<file path="config.mk">
export PLATFORM = sky130hd
export DESIGN_NAME = bist_misr_ctrl
export DESIGN_NICKNAME = d
export VERILOG_FILES = /design/src/rtl/bist_misr_ctrl.sv
export SDC_FILE = /design/constraint.sdc
export NUM_CORES = 1
export LEC_CHECK = 0
export CAP_MARGIN = 40
export CORE_UTILIZATION = 35
export DETAILED_ROUTE_END_ITERATION = 7
export GPL_TIMING_DRIVEN = 0
export PLACE_DENSITY = 0.68
export SLEW_MARGIN = 10
export SYNTH_ARGS = -nofsm -noshare
export SYNTH_HDL_FRONTEND = slang
export SYNTH_SLANG_ARGS = --single-unit
</file>
<file path="constraint.sdc">
create_clock -name clk -period 4.1 [get_ports clk]
set_input_delay 0.82 -clock clk [delete_from_list [all_inputs] [get_ports clk]]
set_output_delay 0.82 -clock clk [all_outputs]
set_load 0.01 [all_outputs]
</file>
<file path="src/rtl/bist_misr_ctrl.sv">
// rtl/bist_misr_ctrl.sv - BIST response MISR with golden compare
// Optional serial signature readout is built when MISR_SHIFTOUT_EN is defined.
module bist_misr_ctrl #(
    parameter int unsigned         WIDTH        = 39,
    parameter int unsigned         NUM_PATTERNS = 256,
    parameter logic [WIDTH-1:0]    POLY         = 39'h40_0000_0011,
    parameter logic [WIDTH-1:0]    SEED         = '0
) (
    input  logic             clk,
    input  logic             reset,
    input  logic             start,
    input  logic [WIDTH-1:0] resp_in,
    input  logic             resp_valid,
    input  logic [WIDTH-1:0] golden,
    output logic             lfsr_en,
    output logic             busy,
    output logic             done,
    output logic             pass,
    output logic [WIDTH-1:0] signature,
    input  logic             sig_shift,
    input  logic             sig_tdi,
    output logic             sig_tdo
);

    localparam int unsigned CNT_W = $clog2(NUM_PATTERNS + 1);
    localparam logic [CNT_W-1:0] LAST_CNT = CNT_W'(NUM_PATTERNS - 1);

    typedef enum logic [1:0] {
        ST_IDLE = 2'd0,
        ST_RUN  = 2'd1,
        ST_DONE = 2'd2
    } state_t;

    state_t           state_q;
    logic [WIDTH-1:0] sig_q;
    logic [WIDTH-1:0] sig_d;
    logic [CNT_W-1:0] cnt_q;
    logic             busy_q;
    logic             done_q;
    logic             pass_q;
    logic             lfsr_en_q;
    logic             shift_req;
    logic [WIDTH-1:0] shift_d;

    // Shift-left MISR step with the response folded in after feedback
    always_comb begin
        sig_d = {sig_q[WIDTH-2:0], 1'b0} ^ (sig_q[WIDTH-1] ? POLY : '0) ^ resp_in;
    end

`ifdef MISR_SHIFTOUT_EN
    assign shift_req = sig_shift;
    assign shift_d   = {sig_q[WIDTH-2:0], sig_tdi};
    assign sig_tdo   = sig_q[WIDTH-1];
`else
    logic unused_shift_pins;
    assign unused_shift_pins = sig_shift ^ sig_tdi;
    assign shift_req = 1'b0;
    assign shift_d   = sig_q;
    assign sig_tdo   = 1'b0;
`endif

    always_ff @(posedge clk) begin
        if (reset) begin
            state_q   <= ST_IDLE;
            sig_q     <= SEED;
            cnt_q     <= '0;
            busy_q    <= 1'b0;
            done_q    <= 1'b0;
            pass_q    <= 1'b0;
            lfsr_en_q <= 1'b0;
        end else begin
            case (state_q)
                ST_IDLE: begin
                    if (start) begin
                        state_q   <= ST_RUN;
                        sig_q     <= SEED;
                        cnt_q     <= '0;
                        busy_q    <= 1'b1;
                        lfsr_en_q <= 1'b1;
                    end else if (shift_req) begin
                        sig_q <= shift_d;
                    end
                end
                ST_RUN: begin
                    if (resp_valid) begin
                        sig_q <= sig_d;
                        cnt_q <= cnt_q + CNT_W'(1);
                        if (cnt_q == LAST_CNT) begin
                            state_q   <= ST_DONE;
                            busy_q    <= 1'b0;
                            lfsr_en_q <= 1'b0;
                            done_q    <= 1'b1;
                            pass_q    <= (sig_d == golden);
                        end
                    end
                end
                ST_DONE: begin
                    // A restart takes priority over a pending serial shift
                    if (start) begin
                        state_q   <= ST_RUN;
                        sig_q     <= SEED;
                        cnt_q     <= '0;
                        busy_q    <= 1'b1;
                        lfsr_en_q <= 1'b1;
                        done_q    <= 1'b0;
                        pass_q    <= 1'b0;
                    end else if (shift_req) begin
                        sig_q <= shift_d;
                    end
                end
                default: begin
                    state_q   <= ST_IDLE;
                    busy_q    <= 1'b0;
                    done_q    <= 1'b0;
                    pass_q    <= 1'b0;
                    lfsr_en_q <= 1'b0;
                end
            endcase
        end
    end

    assign signature = sig_q;
    assign busy      = busy_q;
    assign done      = done_q;
    assign pass      = pass_q;
    assign lfsr_en   = lfsr_en_q;

endmodule
</file>
# [Word-level counts from Yosys, hierarchy flattened]
# Index checks and enable logic that the tools add are counted.
# Widths: inputs -> output; s select.
[classes] addsub=1 n_mux=22 n_eq_ne=8 n_reduce_logical=6 bitwise_logic=3
[ops] cell="$mux 39" count=3
[ops] cell="$pmux 39 s2" count=1
[ops] cell="$xor 39x39->39" count=2
[ops] cell="$eq 39x39->1" count=1
[ops] cell="$mux 9" count=2
[ops] cell="$pmux 9 s2" count=1
[ops] cell="$add 9x1->9 const B" count=1
[ops] cell="$eq 9x8->1 const B" count=1
[ops] cell="$mux 1" count=8
[ops] cell="$mux 2" count=3
[ops] cell="$ne 2x2->1 const B" count=3
[ops] cell="$pmux 1 s3" count=2
[ops] cell="$reduce_and 3->1" count=2
[ops] cell="$pmux 2 s2" count=1
[ops] cell="$reduce_and 4->1" count=1
[ops] cell="$eq 2x1->1 const B" count=1
[ops] cell="$eq 2x2->1 const B" count=1
[ops] cell="$logic_not 2->1" count=1
[ops] cell="$ne 2x1->1 const B" count=1
[ops] cell="$pmux 1 s2" count=1
[ops] cell="$reduce_bool 2->1" count=1
[ops] cell="$reduce_or 2->1" count=1
[ops] cell="$not 1->1" count=1
[totals] input_bits=84 elab_cells=46 out_inout_bits=44 reg_bits=53

# [Logic depth before layout (Yosys ltp)]
[logic_depth] ltp_word=7 ltp_mapped=8 depth_no_buf=8

# [Least setup slack after synthesis]
# Ideal clock, no wire load.
[synth_path] kind="in2reg" startpoint="input port resp_in[36]" endpoint="register pass_q (netlist: pass)" arrival_ns=1.701 path_slack_ns=2.314 stages=5 path_cell_list="xnor3_1 > nand4_1 > nor4_1 > nand4b_1 > o31ai_2"
[synth_via] elab_chain_len=5
[synth_lines] item="start, declared" line="12" rtl="input logic [WIDTH-1:0] resp_in,"
[synth_lines] item="$xor 39x39->39" line="47" rtl="sig_d = {sig_q[WIDTH-2:0], 1'b0} ^ (sig_q[WIDTH-1] ? POLY : '0) ^ resp_in;"
[synth_lines] item="$eq 39x39->1" line="93" rtl="pass_q <= (sig_d == golden);"
[synth_lines] item="$mux 1" line="88" rtl="if (cnt_q == LAST_CNT) begin"
[synth_lines] item="$mux 1" line="85" rtl="if (resp_valid) begin"
[synth_lines] item="$pmux 1 s3" line="72" rtl="case (state_q)"
[synth_lines] item="end signal, assigned" line="93"
[synth_lines] item="end, declared" line="40" rtl="logic pass_q;"
# No other way between the ends. The select of a mux whose other input is x is not followed.
# A chain may end at the register's enable or synchronous reset.

# [Worst setup path in the final report]
[layout_path] startpoint="input port reset" endpoint="register sig_q[23] (netlist: signature[23])"
[layout_rtl] item="start, declared" line="10" rtl="input logic reset,"
[layout_rtl] item="end signal, assigned" line="81" rtl="sig_q <= shift_d;"
[layout_rtl] item="end signal, assigned" line="86" rtl="sig_q <= sig_d;"
[layout_rtl] item="end signal, assigned" line="108" rtl="sig_q <= shift_d;"
[layout_rtl] item="end, declared" line="35" rtl="logic [WIDTH-1:0] sig_q;"
# No word-level cell between the ends.

==> metrics.txt <==
compound-cell area share of the yosys netlist 11.9%; Synth async-reset ratio 0%; Yosys reg bits 53; drt wl/cell 16.0 um; Ant. Diodes 0; hold buffers post-CTS 0; setup bufs post-CTS 0; RSZ-0062 raised after global routing no; max-cap violations 0; cell depth of the worst setup path 4; largest net degree at the start of global routing 18; via/cell ratio 5.01; Clock Path Buffers 2; die width 93.7 um; CTS Root Cell clkbuf_8; crit-path max FO 10; maximum clock rate 445 MHz; most used cell, CP clkbuf_1; xor and xnor fraction of the mapped netlist area 28.0%; synthesized area 2940 um^2; Leak 0.00157 uW; pwr dens 266 nW/um^2; 1st-pass router iterations 6; Final Util 53.9%; worst reg-to-reg path cell count 8; Post-synth EDFFs 0; Starting Density 36.0%; ys flop type dfxtp_1; setup TNS 0 ns; area leader, netlist dfxtp_1; Rel. slew slack 58.7%; Seq/Total Area, Yosys 36.0%; synth warn 0; # DRC 0; top post-synthesis cells by count 62 x nor2_1, 54 x xnor2_1, 53 x dfxtp_1, 26 x a31oi_1; post-synthesis mux area share 0%; core footprint 8180 um^2; CTS sink count 53; Synth Area in Simple Gates 19.4%; CP required 4.28 ns; IO Pins 128; first-pass GRT wire length 14.4 mm; Tcrit/Tclk final 54.8%; Synth Instances 347; Worst Path Buf+Inv 3; worst-path cell chain clkdlybuf4s50_1 > clkbuf_1 > clkbuf_1 > a21oi_1; final setup vio count 0; row cnt 33; worst hold path type reg -> reg; fin crit period 2.24 ns; Die Footprint 8780 um^2; Hold Fails Final Rpt 0; Routed WL 9.36 mm; Worst IR Drop VDD 0.169 mV; dominant cells by area after synthesis dfxtp_1 36%, xnor2_1 16%, nor2_1 7.9%, xor2_1 6.8%, a31oi_1 5.5%; Layout Nets 564; DRT iter0 DRCs 94; Max Slew Vio Count 0; share of post-route cells with drive strength above 1 5.01%; gpl congestion 0.856; skew final 0.00866 ns; Synth Area per Inst 8.48 um^2; Syn Nets 433; I/O Buffers 124; cell with the most instances after synthesis nor2_1; total track usage 21.6%; CTS tree built; # H-tree levels 2; DP HPWL 7.30 mm; clk_lat worst skew 0.32 ns; antenna violations before repair 0; clk slew on worst S/H paths 0.10 ns; element type at the critical path end flip-flop; CP max stage cell clkdlybuf4s50_1; Die Y-Extent 93.7 um; category of the most critical setup path in -> reg; status finished clean; top cell type's share of synthesized area 36.0%; reg2reg setup slack 2.09 ns; Pwr Total 1170 uW; Adder-Cell Fraction of Synth Area 0.850%; Worst setup SP type input port; synth-to-layout area growth 49.7%; max incr delay on CP 0.56 ns; post-cts sizing count 0; Worst EP arrival 2.42 ns; vias post-DR 2923; delay-heaviest family, CP buffers and inverters; GR Overflow Total 0; main combinational cell family by area after synthesis XOR/XNOR gates; synth unique cells 31; vias in the first global route 2876; remaining antenna violation count 0; cts bufs inserted 5; Hold Path Depth 2; Tightest Pin Transition 0.620 ns
==> worst register-to-register path, stage by stage, from the launching register on <==
cell and delay (ns):
dfxtp_1 0.44, ha_1 0.25, nand3_1 0.09, nor2_1 0.14
ha_1 0.23, nand3_1 0.15, nor4_1 0.31, nand4b_1 0.14
o31ai_2 0.18
==> path summary, 6_finish.rpt <==
path,end,startpoint
hold reg to reg,done$_SDFFE_PP0P_,done$_SDFFE_PP0P_
setup / recovery,signature[23]$_SDFFE_PP0P_,reset
hold / removal,done$_SDFFE_PP0P_,done$_SDFFE_PP0P_
setup reg to reg,pass$_SDFFE_PP0P_,cnt_q[0]$_SDFFE_PP0P_
==> registers in the layout, indices dropped and copies added (netlist names) <==
name,count
done,1
state_q,2
lfsr_en,1
pass,1
signature,39
cnt_q,9
==> metrics by stage <==
step | setup slack [ns] | cell area, um^2 | std cells | hold slack (ns)
2_1_floorplan | 2.31 | 2940 | 347 | 0.454
3_3_place_gp | 1.52 | 4320 | 576 | 0.449
3_5_place_dp | 1.50 | 4320 | 576 | 0.455
4_1_cts | 1.83 | 4410 | 584 | 0.469
5_1_grt | 1.72 | 4410 | 584 | 0.499
6_report | 1.86 | 4410 | 584 | 0.464
==> kinds of logic after synthesis <==
family,count (synthesis)
buffers and inverters,23
xor gates and xnor gates,84
and+or+nand+nor,126
adders and majority gates,2
other,1
DFF,53
AOI/OAI and AO/OA,58
==> cell usage in the layout, fill, tap and decap left out, types with 2 or more instances in the layout <==
cell type        netlist  routed
nor4_2                 2       2
nand2_1               24      24
nor4_1                 6       6
nor2_1                62      62
inv_1                  2       2
xor2_1                23      23
clkdlybuf4s50_1        0     124
buf_2                  6       6
buf_4                  3       3
xnor3_1                6       6
a31oi_1               26      26
xnor2_1               54      54
nand4_1                5       5
a21oi_1               24      24
clkbuf_1              11      11
nor2b_1                2       2
or3_1                  2       2
o21ai_0                6       6
nand3_1               17      17
clkbuf_8               0       5
dfxtp_1               53      53
ha_1                   2       2
==> power breakdown <==
group,switching (uW),leakage [uW],internal (uW)
Combinational,143,0.00109,175
Clock,186,0.0000445,122
Sequential,18.2,0.000430,531
Total,347,0.00157,827
==> per-layer routing <==
metal	vias up	GRT usage, %	routed length, um
met2	111	36.1	4460
met4	0	8.72	251
met5	-	0	0
li1	1434	-	-
met3	23	5.58	625
met1	1355	26.2	4030
==> final cells by class <==
class                           instances  area [um^2]
Buffer                                 21         97.6
Clock buffer                            5         68.8
Clock inverter                          3         21.3
Fill cell                             776         3770
Inverter                                2         7.51
Multi-Input combinational cell        271         1780
Sequential cell                        53         1060
Tap cell                              105          131
Timing Repair Buffer                  124         1240
No activity file was read; power rests on OpenSTA's default activity.
